===== src/rtl/wallace_mult_pipe.sv =====
// Three-stage pipelined Wallace-tree multiplier with valid/ready handshake.
// Define WALLACE_SIGNED_EN to add per-transaction two's-complement mode (Baugh-Wooley).
module wallace_mult_pipe #(
  parameter int WIDTH = 8
) (
  input  logic               clk,
  input  logic               rst,
  input  logic               in_valid,
  output logic               in_ready,
  input  logic [WIDTH-1:0]   in_a,
  input  logic [WIDTH-1:0]   in_b,
  input  logic               in_signed,
  output logic               out_valid,
  input  logic               out_ready,
  output logic [2*WIDTH-1:0] out_product,
  output logic               out_signed
);

  localparam int PW     = 2 * WIDTH;
  localparam int LEVELS = 8;

`ifdef WALLACE_SIGNED_EN
  localparam int NROWS = WIDTH + 1;
  logic sg1, sg2;
`else
  localparam int NROWS = WIDTH;
  logic unused_signed;
  assign unused_signed = in_signed;
  assign out_signed    = 1'b0;
`endif

  // Row count left after lv levels of 3:2 compression; 8 levels cover WIDTH up to 32.
  function automatic int rows_after(input int r0, input int lv);
    int r;
    r = r0;
    for (int k = 0; k < lv; k++)
      if (r > 2) r = r - r / 3;
    return r;
  endfunction

  logic             v1, v2;
  logic [WIDTH-1:0] a1, b1;
  logic [PW-1:0]    sum2, car2;
  logic             ld1, ld2, ld3;
  logic [PW-1:0]    pp   [NROWS];
  logic [PW-1:0]    tree [LEVELS+1][NROWS];

  assign ld3      = !out_valid || out_ready;
  assign ld2      = !v2 || ld3;
  assign ld1      = !v1 || ld2;
  assign in_ready = ld1 && !rst;

  // Signed mode inverts the cross sign terms and adds 2^WIDTH + 2^(2*WIDTH-1).
  always_comb begin
    for (int i = 0; i < WIDTH; i++) begin
      pp[i] = '0;
      for (int j = 0; j < WIDTH; j++) begin
`ifdef WALLACE_SIGNED_EN
        pp[i][i+j] = (a1[j] & b1[i]) ^ (sg1 & ((i == WIDTH-1) != (j == WIDTH-1)));
`else
        pp[i][i+j] = a1[j] & b1[i];
`endif
      end
    end
`ifdef WALLACE_SIGNED_EN
    pp[WIDTH] = sg1 ? ((PW'(1) << WIDTH) | (PW'(1) << (PW-1))) : '0;
`endif
  end

  for (genvar i = 0; i < NROWS; i++) begin : g_leaf
    assign tree[0][i] = pp[i];
  end

  for (genvar l = 0; l < LEVELS; l++) begin : g_level
    localparam int N = rows_after(NROWS, l);
    localparam int G = (N > 2) ? N / 3 : 0;
    localparam int M = N - G;
    for (genvar i = 0; i < NROWS; i++) begin : g_slot
      if (i < G) begin : g_csa
        assign tree[l+1][2*i]   = tree[l][3*i] ^ tree[l][3*i+1] ^ tree[l][3*i+2];
        assign tree[l+1][2*i+1] = ((tree[l][3*i]   & tree[l][3*i+1]) |
                                   (tree[l][3*i]   & tree[l][3*i+2]) |
                                   (tree[l][3*i+1] & tree[l][3*i+2])) << 1;
      end
      if (i >= 3*G && i < N) begin : g_pass
        assign tree[l+1][i-G] = tree[l][i];
      end
      if (i >= M) begin : g_zero
        assign tree[l+1][i] = '0;
      end
    end
  end

  // Each stage loads whenever it is empty or its successor is loading.
  always_ff @(posedge clk or posedge rst) begin
    if (rst) begin
      v1          <= 1'b0;
      v2          <= 1'b0;
      out_valid   <= 1'b0;
      a1          <= '0;
      b1          <= '0;
      sum2        <= '0;
      car2        <= '0;
      out_product <= '0;
`ifdef WALLACE_SIGNED_EN
      sg1         <= 1'b0;
      sg2         <= 1'b0;
      out_signed  <= 1'b0;
`endif
    end else begin
      if (ld1) begin
        v1 <= in_valid;
        if (in_valid) begin
          a1 <= in_a;
          b1 <= in_b;
`ifdef WALLACE_SIGNED_EN
          sg1 <= in_signed;
`endif
        end
      end
      if (ld2) begin
        v2 <= v1;
        if (v1) begin
          sum2 <= tree[LEVELS][0];
          car2 <= tree[LEVELS][1];
`ifdef WALLACE_SIGNED_EN
          sg2 <= sg1;
`endif
        end
      end
      if (ld3) begin
        out_valid <= v2;
        if (v2) begin
          out_product <= sum2 + car2;
`ifdef WALLACE_SIGNED_EN
          out_signed <= sg2;
`endif
        end
      end
    end
  end

endmodule


===== config.mk =====
export PLATFORM = sky130hd
export DESIGN_NAME = wallace_mult_pipe
export DESIGN_NICKNAME = d
export VERILOG_FILES = /design/src/rtl/wallace_mult_pipe.sv
export SDC_FILE = /design/constraint.sdc
export NUM_CORES = 1
export LEC_CHECK = 0
export BUFFER_PORTS_ARGS = -buffer_cell sky130_fd_sc_hd__buf_2
export CAP_MARGIN = 10
export CORE_ASPECT_RATIO = 0.8
export CORE_UTILIZATION = 50
export CTS_CLUSTER_DIAMETER = 200
export DETAILED_ROUTE_END_ITERATION = 7
export PLACE_DENSITY = 0.7
export RECOVER_POWER = 100
export SYNTH_ARGS = -nofsm -noshare
export SYNTH_HDL_FRONTEND = slang
export SYNTH_SLANG_ARGS = --single-unit

===== constraint.sdc =====
create_clock -name clk -period 2.95 [get_ports clk]
set_input_delay 0.885 -clock clk [delete_from_list [all_inputs] [get_ports clk]]
set_output_delay 0.885 -clock clk [all_outputs]
set_load 0.02 [all_outputs]

### After elaboration in Yosys (flattened, before gate mapping)

Cells that the tools add are included.
W data, S select, Z words.

| word-level totals | value |
|---|---|
| bits in registers | 66 |
| bits in latches | 0 |
| RAM bits | 0 |
| bits in read-only memories | 0 |
| logic and storage cells | 126 |
| memories | 0 |

| operators by class | value |
|---|---|
| add/sub/neg operators | 1 |
| multipliers | 0 |
| div/mod/pow operators | 0 |
| $lt $le $gt $ge | 0 |
| eq/ne operators | 0 |
| shift operators | 0 |
| multiplexer cells | 0 |
| bitwise gates (word level) | 106 |
| reduce and logical (&&, ||, !) cells | 11 |

Operators with widths:

| cell | number |
|---|---|
| $and A1 B1 Y1 | 64 |
| $or A15 B15 Y15 | 4 |
| $and A14 B15 Y15 | 3 |
| $and A15 B15 Y15 | 3 |
| $or A14 B15 Y15 | 2 |
| $xor A14 B15 Y15 | 2 |
| $and A11 B13 Y13 | 2 |
| $or A13 B13 Y13 | 2 |
| $add A16 B16 Y16 | 1 |
| $xor A15 B16 Y16 | 1 |
| $xor A16 B16 Y16 | 1 |
| $and A13 B15 Y15 | 1 |
| $and A13 B14 Y14 | 1 |
| $and A14 B14 Y14 | 1 |
| $xor A13 B14 Y14 | 1 |
| $xor A14 B14 Y14 | 1 |
| $and A10 B13 Y13 | 1 |
| $and A12 B13 Y13 | 1 |
| $or A11 B13 Y13 | 1 |
| $or A12 B13 Y13 | 1 |
| $xor A11 B13 Y13 | 1 |
| $xor A12 B13 Y13 | 1 |
| $and A11 B12 Y12 | 1 |
| $xor A11 B12 Y12 | 1 |
| other kinds (13) | 20 |

### Depth between registers and ports, before layout

Gate-level depths: netlist (run 1).

| depth | value |
|---|---|
| depth after elaboration | 13 |
| depth in mapped cells | 9 |
| depth with buffers taken out | 8 |

### Least setup slack after synthesis (run 1)

OpenSTA, ideal clock, no wires.

| timing path | value |
|---|---|
| kind | register to register |
| from | reg a1[2] |
| to | reg sum2[7] |
| arrival time | 2938 ps |
| required time | 2822 ps |
| path slack | -115 ps |
| cell stages (with the launch flop) | 9 |
| buffers on the path | 1 |
| cell sequence | dfrtp_1 clkbuf_1 nand2_1 fa_1 fa_1 fa_1 inv_1 fa_1 mux2_1 |

RTL lines:

| element | line | text |
|---|---|---|
| start: declaration | 42 | `logic [WIDTH-1:0] a1, b1;` |
| start signal: assignment | 114 | `a1 <= in_a;` |
| end signal: assignment | 124 | `sum2 <= tree[LEVELS][0];` |
| end: declaration | 43 | `logic [PW-1:0] sum2, car2;` |

==> results.toml, run 1 <==
[synth]
yosysTopAreaCellShare = 0.3679
yosys_most_used_dff = "dfrtp_1"
edff_count_synth = 0
yosysWarnings = 0
avg_synthesized_cell_area_sq_um = 11.12
main_area_contributors_after_synthesis = "dfrtp_1, fa_1, mux2_1"
synth.most_common_cell = "nand2_1"
syn-num-nets = 458
synthArstFlopShare = 1.000
post_synth_instance_area_sq_um = 4149
synth.lib_cells_used.distinct = 42
netlist.top_cell.by_area = "dfrtp_1"
synth.top_cells.by_count = "nand2_1, dfrtp_1, fa_1, inv_1, and2_1"
flip_flop_and_latch_count_after_synthesis = 61
ys_seq_area_frac = 0.3679
synth_cells = 373

[routing]
wirelength_mm = 7.830
post_drt_wl_per_cell_um = 14.47
first_pass_iters = 4
post-route-drc-count = 0
final_antenna_net_count = 0
post_drt_via_cell_ratio = 5.240
routed-via-count = 2835
number_of_violations_reported_at_the_end_of_detailed_routing_iteration_0 = 97

[cts]
clk_latency_ps = 340
cts.root.buffer_cell = "clkbuf_8"
cts_made_buffers = 9
cts.htree.levels = 3
path_clk_slew_ps = 70
clockBufferDepth = 2
cts_tree = "done"
cts.sinks = 61
ctsHoldBuffers = 0

[worst_setup_path]
critPathLaunchType = "register"
critical_path_arrival_ps = 3170
cp_cell_sequence = "buf_6 -> nand2_2 -> fa_1 -> fa_1 -> fa_1 -> inv_2 -> fa_2 -> mux2_4"
critical_path.n_buffers_inverters = 2
crit_required_ps = 3170
critPathMaxFanout = 4
cp_common_cell = "fa_1"
timing.critical_path.max_delay_family = "adder cells"
crit_path_end_kind = "register"
critical-path-max-stage-delay_ps = 510
worstSetupPathType = "reg -> reg"
crit_slowest_cell = "fa_1"

[pwr]
pwr-share-seq = 0.296
total_switching_power_mw = 1.737
power.internal_mw = 2.746
power_density_nw_per_um2 = 926.2
clock_network_power_share = 0.226
max_rail_drop_vdd_mv = 0.5308
power_frac_comb = 0.478
sw_frac_of_total = 0.3874
power.static_leakage_nw = 2.289

[finish]
final_standard_cell_area_without_fillers_sq_um = 4840
num_antenna_cells = 0
areaGrowthSynthToFinish_pct = 16.65
stdcell_count = 541
layout.filler_cells = 694
drive_gt1_frac = 0.2171
finish.utilization = 0.6063
design.final.nets = 513

[global_route]
overflow = 0
grt_usage = 0.1989
grt_antenna_before_repair = 0
first_global_vias = 2979
grt_first_pass_wirelength_mm = 13.69
grt_max_degree = 28

[worst_hold_path]
hold_class = "reg -> reg"

[sta]
timing_max_transition_violations_final = 0
final_critical_path_setup_slack_ps = 3.898
achievable-frequency_mhz = 339.4
clock_skew_ps = 7.830
timing.max_slew.rel_slack = 0.2651
grt_setup_unrepaired = "yes"
hold_viol_final = 0
layout_min_cycle_time_ps = 2946
worst_slew_pin_slew_ps = 1102
fin_crit_sh = 0.9987
setup_violations = 0

[floorplan]
count_of_standard_cell_rows = 29
fp.dieH_um = 83.48
floorplan.core_area_sq_um = 7983
fp.dieW_um = 103.8
fp.dieArea_sq_um = 8668
io_pins = 40
initial_utilization = 0.5197

[placed_design]
buffer_ports.inserted = 37
postPlaceCellArea_sq_um = 4529
placed_cells = 522
preCtsSetupSlack_ps = -110.3
final_weighted_congestion_in_routability_driven_placement = 0.8354
detailedPlacementHpwl_mm = 5.893

[status]
status = "complete, no violations"

[run]
cap_violations = 0
## layer usage
layer	share of wire	track usage	vias to the layer above	routed length (um)
met2	0.49	0.3145	54	3816
met4	0.0083	0.05065	0	65
met3	0.040	0.04684	8	311
li1	-	-	1323	-
met1	0.46	0.2782	1450	3636
met5	0	0	-	0
## stage by stage
| step | setup TNS, ps | power [mW] | hold WS (ps) |
|---|---|---|---|
| after floorplan | 0 | 2.920 | 432.5 |
| after global placement | -125.0 | 3.381 | 453.0 |
| after detailed placement | -262.6 | 3.466 | 456.8 |
| after CTS | -23.79 | 4.541 | 476.0 |
| after global routing | -355.9 | 4.936 | 505.7 |
| final | 0 | 4.482 | 473.0 |
## worst register-to-register path: stages, from the launching register on
cell	delay, ps
dfrtp_1	410
buf_6	140
nand2_2	50
fa_1	500
fa_1	450
fa_1	510
inv_2	40
fa_2	440
mux2_4	270
## power groups by stage
stage | registers, mW | clock network, mW | logic (mW)
finish | 1.33 | 1.01 | 2.14
global route | 1.37 | 1.07 | 2.50
CTS | 1.32 | 1.03 | 2.18
detailed placement | 1.33 | 0 | 2.13
global placement | 1.33 | 0 | 2.05
floorplan | 1.40 | 0 | 1.52
## logic make-up after synthesis
group | share of synthesized area
adder cells (fa/ha/maj) | 0.2636
flip-flops | 0.3679
XOR/XNOR | 0.008445
AO/OA/AOI/OAI | 0.05640
other | 0.0009038
multiplexers | 0.1113
AND/OR/NAND/NOR | 0.1417
buffers and inverters | 0.04976
## placed cells by master, fill, tap and decap left out, types with 2 or more instances in the layout
master     synthesis  layout
nor2_1             4       4
o31ai_1            2       2
nand4_1            4       4
ha_1              25      23
bufinv_16          0       4
buf_4              4      15
clkbuf_1           9      22
fa_1              39      35
nand2_2            3       4
nand2b_1           7       7
and2_0             0       2
fa_2               0       4
buf_2              0      18
nand2_1           66      65
ha_4               0       2
nand3_1            4       4
inv_1             31      29
mux2_1            28      26
mux2_2            13      13
inv_2              0       2
and2_1            29      26
xor2_1             3       3
buf_6              2       4
nor3_1             3       3
mux2_4             0       2
clkbuf_8           0       9
a31o_1             2       2
a21oi_1            6       7
dfrtp_1           61      53
o211ai_1           2       3
o21ai_0            4       7
dfrtp_2            0       8
## flip-flops by register name, indices dropped and copies added (netlist names)
signal       flops
out_valid        1
v2               1
sum2            15
car2            11
out_product     16
v1               1
b1               8
a1               8
## cell type report
cell class              instances  area, sq um  area share
flip-flops and latches         61         1536      0.3175
clock inverters                 7        145.1     0.02999
multi-input cells             265         2447      0.5057
repair buffers                 60        335.3     0.06929
well taps                     108        135.1     0.02792
clock buffers                   9        123.9     0.02559
inverters                      31        116.4     0.02404
## timing repair
item	4_1_cts	5_1_grt
setup buffers	2	1
endpoints found under the setup margin	6	9
pin swaps	4	6
resized for setup	13	14
## worst paths after layout
kind,from,endpoint,slack (ps),cells after the start
max in group asynchronous,rst,b1[4]$_DFFE_PP0P_,680,3
setup / recovery,b1[3]$_DFFE_PP0P_,sum2[7]$_DFFE_PP0P_,4,8
hold / removal,sum2[4]$_DFFE_PP0P_,out_product[4]$_DFFE_PP0P_,470,2
setup reg to reg,b1[3]$_DFFE_PP0P_,sum2[7]$_DFFE_PP0P_,4,8
hold reg to reg,sum2[4]$_DFFE_PP0P_,out_product[4]$_DFFE_PP0P_,470,2
min in group asynchronous,rst,out_product[15]$_DFFE_PP0P_,710,2
Power figures use the tool's default switching activity.
==> run 2: changes to the inputs <==
CORE_ASPECT_RATIO = 0.75   (was 0.8)
==> results.toml, run 2 (synthesis results as in run 1) <==
[pwr]
total_power_mw = 4.156
pwr-share-seq = 0.320
power.internal_mw = 2.445
power_density_nw_per_um2 = 883.6
clock_network_power_share = 0.162
max_rail_drop_vdd_mv = 0.3988
power.static_leakage_nw = 2.251
sw_frac_of_total = 0.4116
power_frac_comb = 0.518
total_switching_power_mw = 1.710

[worst_setup_path]
critical-path-max-stage-delay_ps = 550
ff2ff_setup_slack_ps = -7
worstSetupPathType = "reg -> reg"
cp.depth = 8
critical_path.n_buffers_inverters = 2
worst_r2r_startpoint = "b1[3]$_DFFE_PP0P_"
cp_cell_sequence = "buf_6 -> nand2_1 -> fa_2 -> fa_2 -> fa_1 -> inv_1 -> fa_1 -> mux2_4"
critPathMaxFanout = 4
crit_path_end_kind = "register"
critical_path_arrival_ps = 3190
worst_r2r_endpoint = "sum2[9]$_DFFE_PP0P_"
critPathLaunchType = "register"
worstRegToRegCells = 8
crit_required_ps = 3180
crit_slowest_cell = "fa_2"
timing.critical_path.max_delay_family = "adder cells"

[finish]
areaGrowthSynthToFinish_pct = 13.36
final_standard_cell_area_without_fillers_sq_um = 4703
stdcell_count = 537
num_antenna_cells = 0
finish.utilization = 0.5914
drive_gt1_frac = 0.2014
max_flop_register = "out_product"
layout_common_cells = "nand2_1, dfrtp_1, fa_1"
largest_register_ff_count = 16
layout.cells.most_common = "nand2_1"
design.final.nets = 512
reg_top3 = "out_product x16, sum2 x15, car2 x11"

[sta]
worst_slew_pin_slew_ps = 1179
grt_setup_unrepaired = "yes"
achievable-frequency_mhz = 338.1
fin_crit_sh = 1.003
clock_skew_ps = 9.649
layout_min_cycle_time_ps = 2957
whs_ps = 481.1
tns_ps = -7.389
hold_viol_final = 0
final_critical_path_setup_slack_ps = -7.389
setup_violations = 1
timing.max_slew.rel_slack = 0.2139
timing_max_transition_violations_final = 0

[routing]
wirelength_mm = 7.882
post_drt_wl_per_cell_um = 14.68
post-route-drc-count = 0
final_antenna_net_count = 0
routed-via-count = 2805
number_of_violations_reported_at_the_end_of_detailed_routing_iteration_0 = 89
post_drt_via_cell_ratio = 5.223
first_pass_iters = 4

[placed_design]
postPlaceCellArea_sq_um = 4518
final_weighted_congestion_in_routability_driven_placement = 0.8122
placed_cells = 518
buffer_ports.inserted = 37
detailedPlacementHpwl_mm = 6.051
preCtsSetupSlack_ps = -108.3

[global_route]
grt_first_pass_wirelength_mm = 13.64
first_global_vias = 2843
grt_max_degree = 28
grt_usage = 0.2100
grt_antenna_before_repair = 0
overflow = 0

[worst_hold_path]
hold-path-cell-count = 2
hp_start = "sum2[2]$_DFFE_PP0P_"
hold_class = "reg -> reg"
hold-path-endpoint = "out_product[2]$_DFFE_PP0P_"

[cts]
clockBufferDepth = 2
cts.root.buffer_cell = "clkbuf_8"
cts_made_buffers = 9
path_clk_slew_ps = 70
cts.htree.levels = 3
clk_latency_ps = 350
cts_tree = "done"
cts.sinks = 61

[status]
violations_in_the_final_reports = "negative setup slack"
status = "complete, but fails checks"

[floorplan]
initial_utilization = 0.5217
fp.dieH_um = 80.89
fp.dieW_um = 107.2
fp.dieArea_sq_um = 8670
count_of_standard_cell_rows = 28
io_pins = 40
floorplan.core_area_sq_um = 7953

[run]
cap_violations = 0
[run 2: layer usage]
layer / GRT usage / share of wire / vias to the layer above
met5: 0 / 0 / -
met4: 0.07671 / 0.015 / 0
met3: 0.05538 / 0.041 / 15
met2: 0.3303 / 0.47 / 52
met1: 0.2830 / 0.48 / 1416
li1: - / - / 1322
[run 2: worst reg2reg max path, cell delays in order (launching register included)]
cell     delay [ps]
dfrtp_1         410
buf_6           140
nand2_1          70
fa_2            550
fa_2            440
fa_1            480
inv_1            50
fa_1            430
mux2_4          270
[run 2: final cells by class]
cell class	instances	area, sq um
repair buffers	59	324.1
clock buffers	15	166.4
flip-flops and latches	61	1538
multi-input cells	265	2422
well taps	105	131.4
fillers	682	3249
inverters	31	116.4
clock inverters	1	5.005
[run 2: how the worst max path moves through the flow]
stage | from | slack, ps | to
floorplan | a1[3]$_DFFE_PP0P_ | 10 | sum2[7]$_DFFE_PP0P_
global placement | b1[1]$_DFFE_PP0P_ | -70 | sum2[7]$_DFFE_PP0P_
detailed placement | b1[5]$_DFFE_PP0P_ | -110 | sum2[8]$_DFFE_PP0P_
CTS | b1[3]$_DFFE_PP0P_ | -4 | sum2[8]$_DFFE_PP0P_
global route | b1[3]$_DFFE_PP0P_ | -70 | sum2[9]$_DFFE_PP0P_
finish | b1[3]$_DFFE_PP0P_ | -7 | sum2[9]$_DFFE_PP0P_
[run 2: repair_timing]
action / in CTS / in global routing
pin swaps: 2 / 7
setup buffers: 2 / 1
endpoints found under the setup margin: 8 / 6
hold buffers: 0 / 0
resized for setup: 12 / 5
[run 2: power groups by stage]
stage | Clock [mW] | Sequential (mW) | Combinational, mW
final | 0.673 | 1.33 | 2.15
after global placement | 0 | 1.33 | 2.05
after floorplan | 0 | 1.40 | 1.52
after global routing | 0.734 | 1.37 | 2.45
after CTS | 0.699 | 1.33 | 2.22
after detailed placement | 0 | 1.34 | 2.17
==> run 3: changes to the inputs <==
RECOVER_POWER = 25   (was 100)
==> results.toml, run 3 (synthesis results as in run 1) <==
[worst_setup_path]
critical-path-max-stage-delay_ps = 550
cp_cell_sequence = "buf_6 -> nand2_1 -> fa_2 -> fa_2 -> fa_1 -> inv_1 -> fa_1 -> mux2_4"
crit_slowest_cell = "fa_2"
worst_r2r_startpoint = "b1[3]$_DFFE_PP0P_"
critical_path_arrival_ps = 3190
crit_path_end_kind = "register"
crit_required_ps = 3180
critPathMaxFanout = 4
worstRegToRegCells = 8
critical_path.startpoint = "b1[3]$_DFFE_PP0P_"
critPathLaunchType = "register"
worst_r2r_endpoint = "sum2[9]$_DFFE_PP0P_"
critical_path.n_buffers_inverters = 2
timing.critical_path.max_delay_family = "adder cells"
ff2ff_setup_slack_ps = -8
worstSetupPathType = "reg -> reg"

[placed_design]
buffer_ports.inserted = 37
detailedPlacementHpwl_mm = 6.051
placed_cells = 518
postPlaceCellArea_sq_um = 4518
final_weighted_congestion_in_routability_driven_placement = 0.8122
preCtsSetupSlack_ps = -108.3

[floorplan]
count_of_standard_cell_rows = 28
initial_utilization = 0.5217
fp.dieW_um = 107.2
fp.dieArea_sq_um = 8670
io_pins = 40
floorplan.core_area_sq_um = 7953
fp.dieH_um = 80.89

[cts]
clockBufferDepth = 2
cts_tree = "done"
path_clk_slew_ps = 70
cts.root.buffer_cell = "clkbuf_8"
cts.htree.levels = 3
cts.sinks = 61
clk_latency_ps = 350
cts_made_buffers = 9
ctsHoldBuffers = 0

[worst_hold_path]
hp_start = "out_product[0]$_DFFE_PP0P_"
hold_class = "reg -> reg"
hold-path-endpoint = "out_product[0]$_DFFE_PP0P_"
hold-path-cell-count = 2

[finish]
largest_register_ff_count = 16
reg_top3 = "out_product x16, sum2 x15, car2 x11"
stdcell_count = 537
areaGrowthSynthToFinish_pct = 14.29
design.final.nets = 512
max_flop_register = "out_product"
multiInputGateArea_sq_um = 2436
layout_common_cells = "nand2_1, dfrtp_1, fa_1, buf_2, inv_1"
drive_gt1_frac = 0.2477
ff_latch_area_sq_um = 1538
layout.cells.most_common = "nand2_1"
layout.filler_cells = 663
final_standard_cell_area_without_fillers_sq_um = 4742
num_antenna_cells = 0

[pwr]
pwr-share-seq = 0.317
max_rail_drop_vdd_mv = 0.4010
power.static_leakage_nw = 2.310
total_switching_power_mw = 1.714
clock_network_power_share = 0.160
sw_frac_of_total = 0.4088
power.internal_mw = 2.478
total_power_mw = 4.191
power_density_nw_per_um2 = 883.8
power_frac_comb = 0.523

[global_route]
first_global_vias = 2843
grt_first_pass_wirelength_mm = 13.64
grt_max_degree = 28
overflow = 0
grt_usage = 0.2100
grt_antenna_before_repair = 0

[status]
violations_in_the_final_reports = "negative setup slack"
status = "complete, but fails checks"

[routing]
post_drt_via_cell_ratio = 5.188
number_of_violations_reported_at_the_end_of_detailed_routing_iteration_0 = 96
post-route-drc-count = 0
routed-via-count = 2786
post_drt_wl_per_cell_um = 14.62
wirelength_mm = 7.853
first_pass_iters = 4
final_antenna_net_count = 0

[sta]
hold_viol_final = 0
clock_skew_ps = 7.588
tns_ps = -7.684
timing_max_transition_violations_final = 0
timing.max_slew.rel_slack = 0.3089
worst_slew_pin_slew_ps = 1037
setup_violations = 1
fin_crit_sh = 1.003
layout_min_cycle_time_ps = 2958
grt_setup_unrepaired = "yes"
achievable-frequency_mhz = 338.1
final_critical_path_setup_slack_ps = -7.684

[run]
cap_violations = 0
## run 3: per-stage QoR
| stage | hold WS [ps] | util |
|---|---|---|
| after floorplan | 432.5 | - |
| after global placement | 453.2 | 0.5681 |
| after global routing | 513.1 | 0.5963 |
| after detailed placement | 459.4 | 0.5681 |
| final | 477.0 | 0.5963 |
| after CTS | 479.3 | 0.5942 |
## run 3: per-layer routing
layer	routed length [um]	track usage	vias up	share of wire
li1	-	-	1320	-
met1	3767	0.2830	1406	0.48
met5	0	0	-	0
met2	3671	0.3303	47	0.47
met4	115	0.07671	0	0.015
met3	299	0.05538	13	0.038
## run 3: worst max path at each step
| stage | endpoint | depth (start not counted) |
|---|---|---|
| global route | sum2[9]$_DFFE_PP0P_ | 8 |
| detailed placement | sum2[8]$_DFFE_PP0P_ | 7 |
| floorplan | sum2[7]$_DFFE_PP0P_ | 8 |
| global placement | sum2[7]$_DFFE_PP0P_ | 7 |
| CTS | sum2[8]$_DFFE_PP0P_ | 8 |
| finish | sum2[9]$_DFFE_PP0P_ | 8 |
## run 3: cell type report
type | count | share of cell area
clock buffer | 15 | 0.03509
inverter | 31 | 0.02454
clock inverter | 1 | 0.001055
multi-input combinational | 265 | 0.5137
timing repair buffer | 59 | 0.07361
sequential | 61 | 0.3243
tap | 105 | 0.02770
## run 3: repair_timing
action,CTS,global route
resized for setup,12,5
setup endpoints to repair,8,6
hold endpoints to repair,0,0
pin swaps,2,7
buffers inserted,2,1
## run 3: worst min-delay path: stages (launching register included)
cell     delay, ps
dfrtp_1        340
nand2_1         50
nand2_1         50
## run 3: power groups by stage
stage | combinational, mW | sequential [mW] | clock [mW]
2_1_floorplan | 1.52 | 1.40 | 0
3_3_place_gp | 2.05 | 1.33 | 0
3_5_place_dp | 2.17 | 1.34 | 0
4_1_cts | 2.22 | 1.33 | 0.699
5_1_grt | 2.49 | 1.37 | 0.734
6_report | 2.19 | 1.33 | 0.671
